File: src/rtl/inv_mix_col_state_if.sv
// Bus bundle for inv_mix_col_state: upstream state-memory read port,
// sequencing status, and the Add-Round-Key result read-out port.
interface inv_mix_col_state_if;
  logic       start;
  logic [7:0] data_in;
  logic [3:0] data_addr;
  logic       flag;
  logic       DONE;
  logic       ADD_ROUND_start;
  logic [3:0] ADD_ROUND_addr;
  logic [7:0] out_mem;

  // Engine side
  modport slave (
    input  start, data_in, ADD_ROUND_start, ADD_ROUND_addr,
    output data_addr, flag, DONE, out_mem
  );

  // Upstream memory / controller side
  modport master (
    output start, data_in, ADD_ROUND_start, ADD_ROUND_addr,
    input  data_addr, flag, DONE, out_mem
  );
endinterface

File: src/rtl/inv_mix_col_state.sv
// Byte-serial AES InvMixColumns engine. Walks a 6-bit {c,r,k} sequence,
// multiplies each fetched byte by the inverse coefficient and accumulates
// every output byte into a 16-byte result memory read back by Add-Round-Key.
// Optional build macro: INV_MIX_COL_RESTART_EN (start while busy restarts).
//
//   state | meaning
//   IDLE  | waiting for start
//   RUN   | issuing the 64 upstream reads
//   DRAIN | last product accumulates and is written
//   FIN   | DONE pulse; a new start is already accepted here
module inv_mix_col_state (
  input  logic                   clk,
  input  logic                   rst,
  inv_mix_col_state_if.slave     bus
);

  typedef enum logic [1:0] {IDLE, RUN, DRAIN, FIN} state_t;

  state_t      state_q, state_d;
  logic [5:0]  cnt_q, cnt_d;
  logic        restart;
  logic        vld_q;
  logic [1:0]  c_p_q, r_p_q, k_p_q;
  logic [7:0]  acc_q, acc_d;
  logic [7:0]  mem_q [16];
  logic [7:0]  out_q;
  logic [7:0]  x1, x2, x4, x8, prod;
  logic [1:0]  coef_sel;
  logic        wr_en;
  logic [3:0]  rd_addr;

  function automatic logic [7:0] xtime(input logic [7:0] v);
    xtime = {v[6:0], 1'b0} ^ (v[7] ? 8'h1B : 8'h00);
  endfunction

`ifdef INV_MIX_COL_RESTART_EN
  assign restart = bus.start && (state_q == RUN || state_q == DRAIN);
`else
  assign restart = 1'b0;
`endif

  // State and sequence counter registers
  always_ff @(posedge clk) begin
    if (rst) begin
      state_q <= IDLE;
      cnt_q   <= 6'd0;
    end else begin
      state_q <= state_d;
      cnt_q   <= cnt_d;
    end
  end

  // Next-state and counter logic
  always_comb begin
    state_d = state_q;
    cnt_d   = cnt_q;
    case (state_q)
      IDLE: begin
        if (bus.start) begin
          state_d = RUN;
          cnt_d   = 6'd0;
        end
      end
      RUN: begin
        if (restart)              cnt_d   = 6'd0;
        else if (cnt_q == 6'd63)  state_d = DRAIN;
        else                      cnt_d   = cnt_q + 6'd1;
      end
      DRAIN: begin
        if (restart) begin
          state_d = RUN;
          cnt_d   = 6'd0;
        end else begin
          state_d = FIN;
        end
      end
      FIN: begin
        if (bus.start) begin
          state_d = RUN;
          cnt_d   = 6'd0;
        end else begin
          state_d = IDLE;
        end
      end
      default: state_d = IDLE;
    endcase
  end

  assign bus.flag      = (state_q == RUN);
  assign bus.DONE      = (state_q == FIN);
  assign bus.data_addr = bus.flag ? {cnt_q[5:4], cnt_q[1:0]} : 4'd0;

  // Delay {c,r,k} one cycle so they line up with data_in; a restart kills
  // the fetch issued in the restarting cycle.
  always_ff @(posedge clk) begin
    if (rst) begin
      vld_q <= 1'b0;
      c_p_q <= 2'd0;
      r_p_q <= 2'd0;
      k_p_q <= 2'd0;
    end else begin
      vld_q <= (state_q == RUN) && !restart;
      c_p_q <= cnt_q[5:4];
      r_p_q <= cnt_q[3:2];
      k_p_q <= cnt_q[1:0];
    end
  end

  // GF(2^8) product by coef[(k-r) mod 4], coef = {0E,0B,0D,09}
  always_comb begin
    x1       = bus.data_in;
    x2       = xtime(x1);
    x4       = xtime(x2);
    x8       = xtime(x4);
    coef_sel = k_p_q - r_p_q;
    case (coef_sel)
      2'd0:    prod = x8 ^ x4 ^ x2;
      2'd1:    prod = x8 ^ x2 ^ x1;
      2'd2:    prod = x8 ^ x4 ^ x1;
      default: prod = x8 ^ x1;
    endcase
    acc_d = ((k_p_q == 2'd0) ? 8'h00 : acc_q) ^ prod;
    wr_en = vld_q && (k_p_q == 2'd3) && !restart;
  end

  // Column accumulator
  always_ff @(posedge clk) begin
    if (rst || restart) acc_q <= 8'h00;
    else if (vld_q)     acc_q <= acc_d;
  end

  // Result memory write; finished byte lands at 4*c + r
  always_ff @(posedge clk) begin
    if (rst) begin
      for (int i = 0; i < 16; i++) mem_q[i] <= 8'h00;
    end else if (wr_en) begin
      mem_q[{c_p_q, r_p_q}] <= acc_d;
    end
  end

  assign rd_addr = bus.ADD_ROUND_start ? bus.ADD_ROUND_addr : {c_p_q, r_p_q};

  // Registered read port, independent of the write side
  always_ff @(posedge clk) begin
    if (rst) out_q <= 8'h00;
    else     out_q <= mem_q[rd_addr];
  end

  assign bus.out_mem = out_q;

endmodule

File: src/flat_wrapper.sv
// flat-port wrapper written by rule: the top's interface ports become plain ports
module inv_mix_col_state_flat 
  (clk, rst, bus_start, bus_data_in, bus_ADD_ROUND_start, bus_ADD_ROUND_addr, bus_data_addr, bus_flag, bus_DONE, bus_out_mem);
  inv_mix_col_state_if bus_i ();
  input  logic clk;
  input  logic rst;
  input wire logic [$bits(bus_i.start)-1:0] bus_start;
  input wire logic [$bits(bus_i.data_in)-1:0] bus_data_in;
  input wire logic [$bits(bus_i.ADD_ROUND_start)-1:0] bus_ADD_ROUND_start;
  input wire logic [$bits(bus_i.ADD_ROUND_addr)-1:0] bus_ADD_ROUND_addr;
  output wire logic [$bits(bus_i.data_addr)-1:0] bus_data_addr;
  output wire logic [$bits(bus_i.flag)-1:0] bus_flag;
  output wire logic [$bits(bus_i.DONE)-1:0] bus_DONE;
  output wire logic [$bits(bus_i.out_mem)-1:0] bus_out_mem;
  assign bus_i.start = bus_start;
  assign bus_i.data_in = bus_data_in;
  assign bus_i.ADD_ROUND_start = bus_ADD_ROUND_start;
  assign bus_i.ADD_ROUND_addr = bus_ADD_ROUND_addr;
  assign bus_data_addr = bus_i.data_addr;
  assign bus_flag = bus_i.flag;
  assign bus_DONE = bus_i.DONE;
  assign bus_out_mem = bus_i.out_mem;
  inv_mix_col_state u_core (.clk(clk), .rst(rst), .bus(bus_i));
endmodule
File: config.mk
export PLATFORM = sky130hd
export DESIGN_NAME = inv_mix_col_state_flat
export DESIGN_NICKNAME = d
export VERILOG_FILES = /design/src/rtl/inv_mix_col_state_if.sv /design/src/rtl/inv_mix_col_state.sv /design/src/flat_wrapper.sv
export SDC_FILE = /design/constraint.sdc
export NUM_CORES = 1
export LEC_CHECK = 0
export ABC_CLOCK_PERIOD_IN_PS = 3300
export CAP_MARGIN = 20
export CORE_AREA = 2 2 166 232
export CTS_BUF_LIST = sky130_fd_sc_hd__clkbuf_4 sky130_fd_sc_hd__clkbuf_8
export DETAILED_ROUTE_END_ITERATION = 6
export DIE_AREA = 0 0 168 234
export SLEW_MARGIN = 10
export SYNTH_ARGS = -nofsm -noshare
export SYNTH_HDL_FRONTEND = slang
export SYNTH_SLANG_ARGS = --single-unit
File: constraint.sdc
create_clock -name clk -period 3.3 [get_ports clk]
set_clock_uncertainty 0.2 [all_clocks]
set_input_delay 0.33 -clock clk [delete_from_list [all_inputs] [get_ports clk]]
set_output_delay 0.33 -clock clk [all_outputs]
set_load 0.005 [all_outputs]
==> results.json <==
{
  "outcome": "finished clean",
  "mostFrequentLayoutCell": "edfxtp_1",
  "met2WireLength_um": 12900,
  "tritoncts": "done",
  "finalMaxSlewViolations": 0,
  "wl_met1_um": 10300,
  "arrival_ns": 3.03,
  "cp.required_ns": 3.31,
  "leakage_uw": 0.00353,
  "dr.pass1.iters": 5,
  "syn_inst": 967,
  "port_buffers": 29,
  "cpMostUsedCell": "nor2_1",
  "cts.path.max_buffers": 2,
  "ys_top_cells_by_area": "edfxtp_1 (42%), dfxtp_1 (6.7%), o21ai_0 (5.3%)",
  "nFillCells": 3835,
  "core_mm2": 0.0373,
  "grt_pass1_vias": 7269,
  "cts_sinks": 159,
  "drc": 0,
  "final_cell_mix": "edfxtp_1 (128), nor2_1 (115), o21ai_0 (96), a21oi_1 (75), nand2_1 (53)",
  "r2r_start": "u_core.k_p_q[0]",
  "routed_wl_um": 25300,
  "async_reset_ff_frac": 0,
  "die_area_mm2": 0.0393,
  "cp_top_family": "XOR/XNOR gates",
  "rsz0062_at_grt": "no",
  "reg2regPathDepth": 9,
  "synth_edf_count": 128,
  "holdPathEnd": "u_core.acc_q[4]",
  "ant_nets": 0,
  "ys_seq_elements": 159,
  "fmax_ghz": 0.331,
  "setup_tns_ns": 0,
  "place.gp.congestion": 0.802,
  "clk_pin_slew_ns": 0.08,
  "p_per_area_mw_per_mm2": 501,
  "root_buffer": "clkbuf_8",
  "hold_start": "u_core.acc_q[4]",
  "n_antenna_cell": 0,
  "ff2ff_setup_slack_ns": 0.28,
  "numCtsBuffers": 17,
  "worst_setup_path_start_kind": "flop",
  "drive_gt1_frac": 0.128,
  "cts_resized": 0,
  "r2r-end": "u_core.mem_q[13][0]",
  "fin_ws_ns": 0.279,
  "critPathMaxStageDelay_ns": 0.77,
  "syn_area_per_cell_um2": 9.51,
  "hold_path_depth": 2,
  "synth.cell_area_mm2": 0.00920,
  "cp.buffers_inverters": 2,
  "clock_latency_ns": 0.48,
  "grt_use_total": 0.130,
  "worst_path_max_delay_cell": "xor3_1",
  "fin_crit_sh": 0.915,
  "drt-initial-drc-count": 579,
  "finalHoldViolCount": 0,
  "vias_per_cell": 5.01,
  "synth_top_cell_by_area": "edfxtp_1",
  "hpwlAfterDp_um": 16500,
  "postCtsSetupRepairBufs": 0,
  "end_kind": "flop",
  "gr-total-overflow": 0,
  "syn_to_final_growth_pct": 15.4,
  "worstSetupPathType": "reg2reg",
  "synthDistinctLibCells": 61,
  "period_needed_ns": 3.02,
  "ctsHoldBuffers": 0,
  "ys_seq_area_frac": 0.485,
  "maxCapViolCount": 0,
  "die_w_um": 168,
  "grt_max_degree": 69,
  "wl_met3_um": 1080,
  "die_h_um": 234,
  "top_layer_used": "met4",
  "io_pins": 30,
  "routedWlPerCell_um": 17.3,
  "start_util": 0.247,
  "synthFlopType": "edfxtp_1",
  "worst_pin_slew_ns": 0.696,
  "slew-limit-headroom": 0.535,
  "grt_pass1_wl_um": 39600,
  "min_path_type": "reg2reg",
  "setup_viol": 0,
  "vias": 7307,
  "fin_nets": 996,
  "grt_antenna_before_repair": 0,
  "crit_chain": "inv_1, ha_1, buf_4, nand2_1, nor2_1, a22oi_1, o21a_1, xor3_1, nor2_1",
  "htree_levels": 4,
  "synth_fp_nets": 990,
  "num_rows": 84,
  "vdd_ir_drop_max_uv": 277,
  "dp_slack_ns": 0.145,
  "netlist.area_leader.share": 0.418,
  "yosys_warnings": 0,
  "path_max_fanout": 20
}
[per-stage QoR]
| stage | area (um^2) | cells | hold slack, ns | util | total power [uW] |
|---|---|---|---|---|---|
| CTS | 10600 | 1459 | 0.299 | 0.284 | 5360 |
| global route | 10600 | 1459 | 0.325 | 0.284 | 5560 |
| detailed placement | 10200 | 1427 | 0.288 | 0.273 | 3790 |
| floorplan | 9200 | 967 | 0.263 | - | 3290 |
| finish | 10600 | 1459 | 0.297 | 0.284 | 5320 |
| global placement | 10200 | 1427 | 0.275 | 0.273 | 3770 |
[power breakdown]
| part | internal, uW | leakage [uW] | switching (uW) |
|---|---|---|---|
| Clock | 819 | 0.000206 | 759 |
| Combinational | 530 | 0.00182 | 862 |
| Sequential | 2280 | 0.00150 | 70.9 |
[flip-flops by register name (all words and copies together), names as in the netlist]
name,count
u_core.acc_q,8
u_core.bus.out_mem,8
u_core.c_p_q,2
u_core.cnt_q,6
u_core.k_p_q,2
u_core.mem_q,128
u_core.r_p_q,2
u_core.state_q,2
u_core.vld_q,1
[per-layer routing]
layer  vias to the layer above  track usage
li1                       3541            -
met1                      3532        0.148
met2                       193        0.237
met3                        41       0.0209
met4                         0       0.0633
met5                         -            0
[synthesized netlist by cell type, types with 2 or more instances]
library cell    n
xnor3_1         4
ha_1            7
inv_1          31
buf_2          10
nand3_1        14
a22o_1          3
o21ai_1         2
a31oi_1         4
dfxtp_1        31
o21bai_1       17
clkbuf_1       66
or3_1           8
a211oi_1       50
nand2_1        53
mux2i_1        18
nand3b_1        4
and4_1          2
xor2_1         11
and3_1          3
nor3_2         10
mux2i_2         2
xnor2_1        13
a22oi_1         4
buf_4           3
o21ai_0        97
nor2_2         20
nor2_1        115
nor3_1         36
nand2b_1        5
buf_1           4
edfxtp_1      128
a311oi_1        9
buf_6           5
a21oi_1        75
xor3_1          2
nand4_1         3
nor2b_1        18
a41oi_1         2
nor4b_1         2
o21a_1          5
and2_1          7
o211ai_1       43
a21o_1          3
[layout make-up]
type                       count  area, um^2  area share
inverter                      32         120      0.0113
clock inverter                15         194      0.0183
multi-input combinational    688        4250       0.400
clock buffer                  17         234      0.0220
tap                          473         592      0.0558
timing repair buffer          75         761      0.0717
sequential                   159        4470       0.421
[worst register-to-register path: cells and delay by family, from the launching register on]
kind	cells	cell delay [ns]
flip-flops	1	0.39
AO/OA/AOI/OAI	2	0.30
AND/OR/NAND/NOR	3	0.32
buffers and inverters	2	0.36
XOR/XNOR	1	0.77
adder cells (fa/ha/maj)	1	0.41
[how the worst max path moves through the flow]
stage / from / to / slack, ns / depth (start not counted)
after floorplan: u_core.k_p_q[0] / u_core.mem_q[13][2] / 0.50 / 9
after global placement: bus_data_in[7] / u_core.mem_q[14][0] / 0.13 / 8
after detailed placement: bus_data_in[7] / u_core.mem_q[13][0] / 0.14 / 8
after CTS: u_core.k_p_q[0] / u_core.mem_q[13][0] / 0.30 / 8
after global routing: u_core.k_p_q[0] / u_core.mem_q[13][0] / 0.06 / 8
final: u_core.k_p_q[0] / u_core.mem_q[13][0] / 0.28 / 9
[logic make-up after synthesis]
| kind of cell | count (synthesis) | synth area share |
|---|---|---|
| muxes | 21 | 0.0238 |
| AOI/OAI and AO/OA | 324 | 0.223 |
| xor gates and xnor gates | 32 | 0.0422 |
| DFF | 159 | 0.485 |
| buffers and inverters | 120 | 0.0556 |
| adders and majority gates | 7 | 0.00952 |
| and+or+nand+nor | 304 | 0.161 |
Note: power is estimated with default switching activity, not from simulation.
